--- config.mk ---
export PLATFORM = sky130hd
export DESIGN_NAME = gpio_walk_seq
export DESIGN_NICKNAME = d
export VERILOG_FILES = /design/src/rtl/gpio_walk_seq.sv
export SDC_FILE = /design/constraint.sdc
export NUM_CORES = 1
export LEC_CHECK = 0
export ABC_CLOCK_PERIOD_IN_PS = 6470
export CORE_ASPECT_RATIO = 1.25
export CORE_MARGIN = 2
export CORE_UTILIZATION = 54
export CTS_CLUSTER_DIAMETER = 150
export CTS_CLUSTER_SIZE = 16
export DETAILED_ROUTE_END_ITERATION = 8
export PLACE_DENSITY = 0.95
export SYNTH_ARGS = -nofsm -noshare
export SYNTH_HDL_FRONTEND = slang
export SYNTH_SLANG_ARGS = --single-unit
--- constraint.sdc ---
create_clock -name clk_i -period 6.47 [get_ports clk_i]
set_clock_uncertainty 0.05 [all_clocks]
set_input_delay 0.9705 -clock clk_i [delete_from_list [all_inputs] [get_ports clk_i]]
set_output_delay 0.9705 -clock clk_i [all_outputs]
set_load 0.1 [all_outputs]
--- src/rtl/gpio_walk_seq.sv ---
// rtl/gpio_walk_seq.sv - start/done controlled GPIO pattern sequencer with loopback check
//
// Purpose: drives one test pattern per step onto the GPIO pins and holds it for
// HOLD_CYCLES cycles. It then compares the 2-flop synchronized pad readback against
// the driven value and reports sticky error status.
//
// Ports:
//   clk_i          system clock, rising edge
//   rst_ni         asynchronous active-low reset
//   start_i        begin a run (IDLE only)
//   abort_i        synchronous stop back to IDLE
//   mode_i         00 walking-1, 01 walking-0, 10 all-toggle, 11 checkerboard
//   loop_i         restart automatically after DONE
//   check_mask_i   1 = pin excluded from the compare
//   gpio_in_i      asynchronous pad readback
//   gpio_out_o     registered drive pattern
//   gpio_oe_o      all-ones while driving
//   busy_o         high in DRIVE/HOLD/CHECK/DONE
//   done_o         one-cycle pulse at the end of each pass
//   seq_o          current step index
//   err_o          sticky mismatch flag since the last start
//   err_pin_o      lowest failing unmasked pin of the first failing step
//   err_count_o    failing steps, saturating at 0xFFFF
module gpio_walk_seq #(
    parameter int  NUM_PINS    = 32,
    parameter int  HOLD_CYCLES = 12_000_000,
    localparam int PW          = $clog2(NUM_PINS)
) (
    input  logic                clk_i,
    input  logic                rst_ni,
    input  logic                start_i,
    input  logic                abort_i,
    input  logic [1:0]          mode_i,
    input  logic                loop_i,
    input  logic [NUM_PINS-1:0] check_mask_i,
    input  logic [NUM_PINS-1:0] gpio_in_i,
    output logic [NUM_PINS-1:0] gpio_out_o,
    output logic [NUM_PINS-1:0] gpio_oe_o,
    output logic                busy_o,
    output logic                done_o,
    output logic [PW-1:0]       seq_o,
    output logic                err_o,
    output logic [PW-1:0]       err_pin_o,
    output logic [15:0]         err_count_o
);

    localparam int            HW        = (HOLD_CYCLES > 2) ? $clog2(HOLD_CYCLES) : 1;
    localparam logic [HW-1:0] HOLD_LAST = HW'(HOLD_CYCLES - 1);
    localparam logic [PW-1:0] SEQ_LAST  = PW'(NUM_PINS - 1);

    typedef enum logic [2:0] {
        ST_IDLE,
        ST_DRIVE,
        ST_HOLD,
        ST_CHECK,
        ST_DONE
    } state_t;

    state_t              state_q;
    logic [NUM_PINS-1:0] sync1_q, sync2_q;
    logic [NUM_PINS-1:0] gpio_out_q, gpio_oe_q;
    logic [HW-1:0]       hold_cnt_q;
    logic [PW-1:0]       seq_q, err_pin_q;
    logic [15:0]         err_count_q;
    logic                busy_q, done_q, err_q;

    logic [NUM_PINS-1:0] pattern_d, pattern0_d, miss_d;
    logic [PW-1:0]       miss_pin_d;

    // Pattern for step k, built bit by bit so any NUM_PINS truncates naturally.
    function automatic logic [NUM_PINS-1:0] pattern_f(input logic [1:0] m, input logic [PW-1:0] k);
        logic [NUM_PINS-1:0] p;
        p = '0;
        for (int i = 0; i < NUM_PINS; i++) begin
            case (m)
                2'b00:   p[i] = (i == int'(k));
                2'b01:   p[i] = (i != int'(k));
                2'b10:   p[i] = ~k[0];
                default: p[i] = ((i % 2) == int'(k[0]));  // 0x5555.. even, 0xAAAA.. odd
            endcase
        end
        return p;
    endfunction

    // Index of the lowest set bit; scanning downward lets the lowest one win.
    function automatic logic [PW-1:0] lowest_f(input logic [NUM_PINS-1:0] v);
        logic [PW-1:0] idx;
        idx = '0;
        for (int i = NUM_PINS - 1; i >= 0; i--) begin
            if (v[i]) idx = PW'(i);
        end
        return idx;
    endfunction

    assign pattern_d  = pattern_f(mode_i, seq_q);
    assign pattern0_d = pattern_f(mode_i, '0);
    assign miss_d     = (sync2_q ^ gpio_out_q) & ~check_mask_i;
    assign miss_pin_d = lowest_f(miss_d);

    always_ff @(posedge clk_i or negedge rst_ni) begin
        if (!rst_ni) begin
            sync1_q <= '0;
            sync2_q <= '0;
        end else begin
            sync1_q <= gpio_in_i;
            sync2_q <= sync1_q;
        end
    end

    always_ff @(posedge clk_i or negedge rst_ni) begin
        if (!rst_ni) begin
            state_q     <= ST_IDLE;
            gpio_out_q  <= '0;
            gpio_oe_q   <= '0;
            hold_cnt_q  <= '0;
            seq_q       <= '0;
            err_pin_q   <= '0;
            err_count_q <= '0;
            busy_q      <= 1'b0;
            done_q      <= 1'b0;
            err_q       <= 1'b0;
        end else begin
            done_q <= 1'b0;
            if (abort_i && state_q != ST_IDLE) begin
                state_q    <= ST_IDLE;
                gpio_out_q <= '0;
                gpio_oe_q  <= '0;
                seq_q      <= '0;
                busy_q     <= 1'b0;
            end else begin
                case (state_q)
                    ST_IDLE: begin
                        if (start_i && !abort_i) begin
                            err_q       <= 1'b0;
                            err_pin_q   <= '0;
                            err_count_q <= '0;
                            seq_q       <= '0;
                            busy_q      <= 1'b1;
                            state_q     <= ST_DRIVE;
                        end
                    end
                    ST_DRIVE: begin
                        gpio_out_q <= pattern_d;
                        gpio_oe_q  <= '1;
                        hold_cnt_q <= '0;
                        state_q    <= ST_HOLD;
                    end
                    ST_HOLD: begin
                        if (hold_cnt_q == HOLD_LAST) begin
                            state_q <= ST_CHECK;
                        end else begin
                            hold_cnt_q <= hold_cnt_q + HW'(1);
                        end
                    end
                    ST_CHECK: begin
                        if (miss_d != '0) begin
                            if (err_count_q != 16'hFFFF) err_count_q <= err_count_q + 16'd1;
                            if (!err_q) err_pin_q <= miss_pin_d;
                            err_q <= 1'b1;
                        end
                        if (seq_q == SEQ_LAST) begin
                            done_q  <= 1'b1;
                            state_q <= ST_DONE;
                        end else begin
                            seq_q   <= seq_q + PW'(1);
                            state_q <= ST_DRIVE;
                        end
                    end
                    ST_DONE: begin
                        if (loop_i) begin
                            // DONE doubles as step 0's DRIVE so a looped pass is
                            // exactly NUM_PINS steps long with no extra cycle.
                            seq_q      <= '0;
                            gpio_out_q <= pattern0_d;
                            hold_cnt_q <= '0;
                            state_q    <= ST_HOLD;
                        end else begin
                            gpio_oe_q <= '0;
                            busy_q    <= 1'b0;
                            state_q   <= ST_IDLE;
                        end
                    end
                    default: state_q <= ST_IDLE;
                endcase
            end
        end
    end

    assign gpio_out_o  = gpio_out_q;
    assign gpio_oe_o   = gpio_oe_q;
    assign busy_o      = busy_q;
    assign done_o      = done_q;
    assign seq_o       = seq_q;
    assign err_o       = err_q;
    assign err_pin_o   = err_pin_q;
    assign err_count_o = err_count_q;

endmodule
==> reports/results.tsv, run 1 <==
stage	metric	value	unit
worst_setup_path	CP cell instances	clkdlybuf4s50_1	
pwr	internal power	2183	uW
pwr	Tot Pwr	4640	uW
worst_setup_path	CP top delay family	buffers and inverters	
timing	endpoints failing hold	0	
pwr	fraction of power spent switching nets	52.95	%
worst_setup_path	FF-to-FF Start	state_q[1]	
worst_setup_path	WP data arrival	2.62	ns
floorplanning	CORE AREA	14290	sq um
pwr	power per standard cell area	470.4	nW/um^2
cells_and_area	layout cells sized above 1	6.982	%
clock_tree	worst-case clock buffer depth	2	
placement	Final GP Congestion	0.8741	
flow_run	Max-Cap Viols	0	
clock_tree	total CTS buffers	17	
worst_setup_path	CP Capture Type	output port	
min_path	worst hold path class	flop to flop	
timing	RSZ-0062 raised after global routing	no	
logic_synthesis	Mean Syn Cell Area	9.745	sq um
worst_setup_path	CP max stage cell	clkdlybuf4s50_1	
logic_synthesis	Seq/Total Area, Yosys	48.93	%
floorplanning	io pins	164	
logic_synthesis	number of flops mapped to enable cells by yosys	0	
floorplanning	die height	138.6	um
pwr	Leak	0.003970	uW
clock_tree	Hold Buf Count CTS	0	
floorplanning	Starting Density	54.78	%
logic_synthesis	#FFs+latches synth	153	
clock_tree	Clock Tree Root	clkbuf_16	
logic_synthesis	Syn Inst Count	803	
cells_and_area	most frequent cells in the layout	162 x clkdlybuf4s50_1, 153 x dfrtp_1, 88 x nor2_1	
floorplanning	die area	15480	sq um
logic_synthesis	synth unique cells	69	
cells_and_area	commonest non-fill, non-tap cell in the layout	clkdlybuf4s50_1	
cells_and_area	footprint of the multi-input gates	3528	sq um
worst_setup_path	Worst Setup Start Kind	flop	
worst_setup_path	Required @ worst endpoint	5.45	ns
placement	DP HPWL	13540	um
min_path	hold_sp	sync1_q[17]	
worst_setup_path	CP max stage delay	1.29	ns
worst_setup_path	critical path peak fanout	34	
worst_setup_path	kind of critical path	flop to output port	
drt	drt first pass iters	6	
worst_setup_path	Worst R2R Setup Slack	3.32	ns
timing	Final Cycle Share	56.22	%
cells_and_area	Nets	1001	
pwr	Clock Power Share	20.8	%
global_route	vias in the first global route	6558	
global_route	gr ovfl total	0	
cells_and_area	Storage cell area	3829	sq um
clock_tree	clock-pin slew on the worst setup and hold paths	0.07	ns
drt	DRT Wirelength	19990	um
timing	Max Clk Rate	0.2749	GHz
logic_synthesis	Yosys warning count	0	
timing	final worst path period need	3.637	ns
logic_synthesis	predominant post-synthesis flop cell	dfrtp_1	
clock_tree	clk_lat worst skew	0.43	ns
drt	antenna-violating nets left	0	
logic_synthesis	Mapped Nets	886	
worst_setup_path	Worst Path Buf+Inv	1	
timing	final setup TNS	0	ns
pwr	NetSw	2457	uW
pwr	Reg power frac	26.8	%
pwr	Logic pwr share	52.4	%
cells_and_area	Core Util, Final	69.05	%
worst_setup_path	r2r worst-path depth	6	
cells_and_area	n_diodes	0	
global_route	initial antenna violation count	0	
drt	DR vias	6658	
floorplanning	Die W	111.7	um
clock_tree	htree depth	4	
global_route	first-pass GRT wire length	32850	um
timing	Final Worst Setup Slack	2.833	ns
placement	setup slack at placement	2.742	ns
drt	DRC viols	0	
cells_and_area	fill count	989	
clock_tree	setup bufs post-CTS	0	
cells_and_area	area growth from synthesis to layout	26.06	%
global_route	largest net degree at the start of global routing	87	
clock_tree	CTS tree	done	
logic_synthesis	Syn Std Cell Area	7825	sq um
min_path	Hold Crit Endpoint	sync2_q[17]	
pwr	maximum vdd drop	0.5172	mV
timing	Slew @ Worst Pin	1.316	ns
status	status	finished, final reports clean	
timing	Max Slew Vio Count	0	
clock_tree	Resized cells post-CTS	0	
clock_tree	CTS Sinks	153	
timing	Post-Route Hold Slack	0.2929	ns
drt	Starting DRT DRC Count	760	
timing	final setup vio count	0	
floorplanning	Cell Rows	49	
timing	Slew HR	12.25	%
logic_synthesis	Synth async-reset ratio	100.0	%
global_route	gr usage total	26.27	%
drt	detail-routed via count per cell	6.004	
drt	post-detailed-route wirelength per cell	18.03	um
placement	Port Buffer Count	163	
worst_setup_path	reg-to-reg endpoint	gpio_out_o[9]	
min_path	Hold Path Cell Cnt	0	
==> cell usage after synthesis, drive strengths merged (6+ instances only) <==
| master | n | area [sq um] |
|---|---|---|
| o22ai | 15 | 93.84 |
| o211ai | 8 | 92.59 |
| o311ai | 11 | 96.34 |
| a21oi | 45 | 229.0 |
| nand3 | 30 | 160.2 |
| clkbuf | 28 | 105.1 |
| or3 | 11 | 68.82 |
| nand4 | 15 | 93.84 |
| nor4 | 8 | 81.33 |
| dfrtp | 153 | 3829 |
| nand2 | 70 | 270.3 |
| inv | 14 | 52.55 |
| xnor2 | 46 | 402.9 |
| and3 | 9 | 61.31 |
| mux2i | 15 | 150.1 |
| nor3 | 21 | 110.1 |
| o2111ai | 7 | 67.56 |
| o21ai | 77 | 404.2 |
| xor2 | 13 | 113.9 |
| and2 | 7 | 43.79 |
| nor2 | 88 | 330.3 |
| buf | 42 | 320.3 |
| nor2b | 6 | 37.54 |
| ha | 12 | 150.1 |
==> power groups by stage <==
stage | clock [uW] | sequential, uW | combinational (uW)
floorplan | 0 | 1890 | 1320
global placement | 0 | 1250 | 2390
detailed placement | 0 | 1250 | 2420
CTS | 976 | 1240 | 2430
global route | 1020 | 1260 | 2510
finish | 964 | 1240 | 2430
==> state kept, by name (all words and copies together), names as in the netlist <==
name,cells
seq_o,5
state_q,3
gpio_out_o,32
sync1_q,32
err_o,1
done_o,1
err_count_o,16
sync2_q,32
err_pin_o,5
hold_cnt_q,24
gpio_oe_o,1
busy_o,1
==> cells by family after synthesis <==
family / after synthesis / synth area share, %
flops: 153 / 48.93
buf+inv: 84 / 6.108
compound gates: 199 / 16.63
simple gates: 279 / 17.51
fa+ha+maj: 12 / 1.919
xor+xnor: 59 / 6.604
mux: 17 / 2.302
==> layer usage <==
metal	routed length [um]	vias up	GRT usage (%)
met5	0	-	0
met2	9998	333	43.22
met3	1319	66	6.556
met1	7971	3217	33.12
met4	702	0	11.24
li1	-	3042	-
==> cell type report <==
cell class	instances	share of cell area [%]
clock inverter	13	1.357
timing repair buffer	166	16.78
multi-input combinational	566	35.77
tap	178	2.258
inverter	14	0.5327
clock buffer	19	4.490
sequential	153	38.81
==> how the worst max path moves through the flow <==
stage	from	cells past startpoint	to	slack, ns
floorplan	gpio_oe_o[30]	1	gpio_oe_o[10]	3.60
global placement	loop_i	6	gpio_out_o[9]	2.91
detailed placement	loop_i	6	gpio_out_o[7]	2.74
CTS	gpio_oe_o[30]	1	gpio_oe_o[7]	2.78
global route	gpio_oe_o[30]	1	gpio_oe_o[14]	2.65
finish	gpio_oe_o[30]	1	gpio_oe_o[4]	2.83
==> stage by stage <==
step / instances / instance area, sq um
final: 1109 / 9864
after global routing: 1109 / 9864
after CTS: 1109 / 9864
after detailed placement: 1077 / 9288
after global placement: 1077 / 9288
after floorplan: 803 / 7825
(Power assumes the default switching activity.)
==> run 2: changes to the inputs <==
==> config.mk (replaced) <==
export PLATFORM = sky130hd
export DESIGN_NAME = gpio_walk_seq
export DESIGN_NICKNAME = d
export VERILOG_FILES = /design/src/rtl/gpio_walk_seq.sv
export SDC_FILE = /design/constraint.sdc
export NUM_CORES = 1
export LEC_CHECK = 0
export ABC_CLOCK_PERIOD_IN_PS = 3000
export CORE_ASPECT_RATIO = 1.25
export CORE_MARGIN = 2
export CORE_UTILIZATION = 47
export CTS_CLUSTER_DIAMETER = 150
export CTS_CLUSTER_SIZE = 16
export DETAILED_ROUTE_END_ITERATION = 8
export PLACE_DENSITY = 0.88
export SYNTH_ARGS = -nofsm -noshare
export SYNTH_HDL_FRONTEND = slang
export SYNTH_SLANG_ARGS = --single-unit
==> constraint.sdc (replaced) <==
create_clock -name clk_i -period 3 [get_ports clk_i]
set_clock_uncertainty 0.05 [all_clocks]
set_input_delay 0.45 -clock clk_i [delete_from_list [all_inputs] [get_ports clk_i]]
set_output_delay 0.45 -clock clk_i [all_outputs]
set_load 0.1 [all_outputs]
==> run 2 against run 1 <==
Clock-buffer cell count decreased by 2. Power grew 120%. Non-clock buffer count increased by 14. Final cell count up 4.7%. Sequential power increased by 120%. Routed wire length increased by 1.3%. Critical path depth increased by 6. Flip-flop and latch count is the same. Register-to-register slack got worse by 3.0 ns. Worst setup slack got worse by 2.5 ns. Global-route usage decreased by 3.2 points. Sequential share of layout area down 0.064 points. Largest cell class unchanged. Largest power group unchanged.
==> reports/results.tsv, run 2 (same netlist as run 1, synthesis figures left out) <==
stage	metric	value	unit
worst_setup_path	r2r worst-path depth	7	
worst_setup_path	CP cell instances	xnor2_1 -> o22ai_1 -> nor4_2 -> nand3_2 -> o21ai_4 -> nand2_2 -> mux2_4	
cells_and_area	footprint of the multi-input gates	3528	sq um
timing	final setup TNS	0	ns
worst_setup_path	CP max stage delay	0.41	ns
placement	DP HPWL	13990	um
global_route	vias in the first global route	6609	
clock_tree	worst-case clock buffer depth	2	
timing	endpoints failing hold	0	
clock_tree	Clock Tree Root	clkbuf_16	
cells_and_area	area growth from synthesis to layout	26.27	%
timing	Max Slew Vio Count	0	
cells_and_area	Storage cell area	3829	sq um
clock_tree	setup bufs post-CTS	0	
min_path	Hold Path Cell Cnt	0	
clock_tree	CTS Sinks	153	
drt	DR vias	6726	
timing	Final Cycle Share	89.63	%
floorplanning	die height	148.3	um
min_path	worst hold path class	flop to flop	
clock_tree	clk_lat worst skew	0.43	ns
global_route	first-pass GRT wire length	32420	um
drt	DRT Wirelength	20260	um
timing	final setup vio count	0	
worst_setup_path	WP data arrival	2.95	ns
floorplanning	Cell Rows	52	
floorplanning	Die W	119.4	um
worst_setup_path	Required @ worst endpoint	3.26	ns
cells_and_area	Core Util, Final	60.75	%
worst_setup_path	critical path peak fanout	10	
timing	Slew HR	35.24	%
global_route	gr usage total	23.04	%
clock_tree	total CTS buffers	17	
timing	RSZ-0062 raised after global routing	no	
clock_tree	Resized cells post-CTS	0	
floorplanning	die area	17700	sq um
drt	drt first pass iters	6	
clock_tree	CTS tree	done	
clock_tree	htree depth	4	
placement	Port Buffer Count	163	
timing	final worst path period need	2.689	ns
pwr	maximum vdd drop	0.9544	mV
worst_setup_path	kind of critical path	flop to flop	
cells_and_area	fill count	1334	
floorplanning	io pins	164	
worst_setup_path	CP Capture Type	flop	
cells_and_area	Nets	1015	
global_route	largest net degree at the start of global routing	55	
timing	Post-Route Hold Slack	0.2991	ns
flow_run	Max-Cap Viols	0	
drt	antenna-violating nets left	0	
drt	DRC viols	0	
pwr	Tot Pwr	10140	uW
clock_tree	clock-pin slew on the worst setup and hold paths	0.07	ns
drt	detail-routed via count per cell	5.793	
global_route	initial antenna violation count	0	
global_route	gr ovfl total	0	
floorplanning	Starting Density	48.11	%
cells_and_area	most frequent cells in the layout	153 x dfrtp_1, 108 x buf_4, 88 x nor2_1	
cells_and_area	commonest non-fill, non-tap cell in the layout	dfrtp_1	
cells_and_area	n_diodes	0	
worst_setup_path	CP max stage cell	dfrtp_1	
pwr	power per standard cell area	1026	nW/um^2
cells_and_area	layout cells sized above 1	18.20	%
drt	post-detailed-route wirelength per cell	17.45	um
worst_setup_path	Worst Setup Start Kind	flop	
timing	Slew @ Worst Pin	0.9714	ns
status	status	finished, final reports clean	
floorplanning	CORE AREA	16270	sq um
drt	Starting DRT DRC Count	643	
placement	Final GP Congestion	0.8888	
timing	Max Clk Rate	0.3719	GHz
pwr	Leak	0.004221	uW
==> run 2: stage by stage <==
step / worst slack [ns] / cells / cell area (sq um)
global placement: 0.3187 / 1128 / 9213
finish: 0.3111 / 1161 / 9881
floorplan: 0.2578 / 803 / 7825
CTS: 0.3224 / 1161 / 9881
global route: 0.1695 / 1161 / 9881
detailed placement: 0.2653 / 1128 / 9213
==> run 2: worst max-delay path, delay by kind of cell (launching register included) <==
family          cells  cell delay (ns)
mux                 1             0.32
simple gates        3             0.89
flops               1             0.41
xor+xnor            1             0.33
compound gates      2             0.57
==> run 2: worst paths after layout <==
check	end	slack, ns	startpoint
worst max-delay path	err_count_o[1]	0.31	gpio_out_o[27]
worst min-delay path	sync2_q[5]	0.30	sync1_q[5]
worst max register to register	err_count_o[1]	0.31	gpio_out_o[27]
worst min register to register	sync2_q[5]	0.30	sync1_q[5]
max in group asynchronous	gpio_out_o[10]	1.65	rst_ni
min in group asynchronous	sync2_q[23]	0.50	rst_ni
==> run 2: area by class of cell <==
class	instances	share of cell area [%]
clock buffers	17	4.305
clock inverters	15	2.355
inverters	14	0.5318
multi-input cells	566	35.71
flip-flops and latches	153	38.75
well taps	216	2.735
repair buffers	180	15.61
==> run 2: power breakdown <==
part	internal, uW	leakage [uW]	switching [uW]
sequential	2320	0.00195	361
combinational	1080	0.00195	4050
clock	1360	0.000319	967
total	4760	0.00422	5380
==> run 2: what timing repair did <==
item                       CTS  global route
hold buffers                 1             0
setup endpoints to repair    0             0
hold endpoints to repair    51             0
==> run 2: metal layers <==
metal | track usage (%) | share of wire (%) | vias to the layer above
li1 | - | - | 3080
met1 | 27.67 | 39 | 3255
met2 | 39.71 | 51 | 330
met3 | 5.138 | 6.6 | 61
met4 | 10.35 | 3.1 | 0
met5 | 0 | 0 | -
==> run 3: changes to the inputs <==
--- a/config.mk
+++ b/config.mk
@@ -13,6 +13,7 @@
 export CTS_CLUSTER_SIZE = 16
 export DETAILED_ROUTE_END_ITERATION = 8
 export PLACE_DENSITY = 0.88
+export SKIP_LAST_GASP = 1
 export SYNTH_ARGS = -nofsm -noshare
 export SYNTH_HDL_FRONTEND = slang
 export SYNTH_SLANG_ARGS = --single-unit
==> results of run 3 <==
Final layout, timing and power as in run 2 (identical DEF).
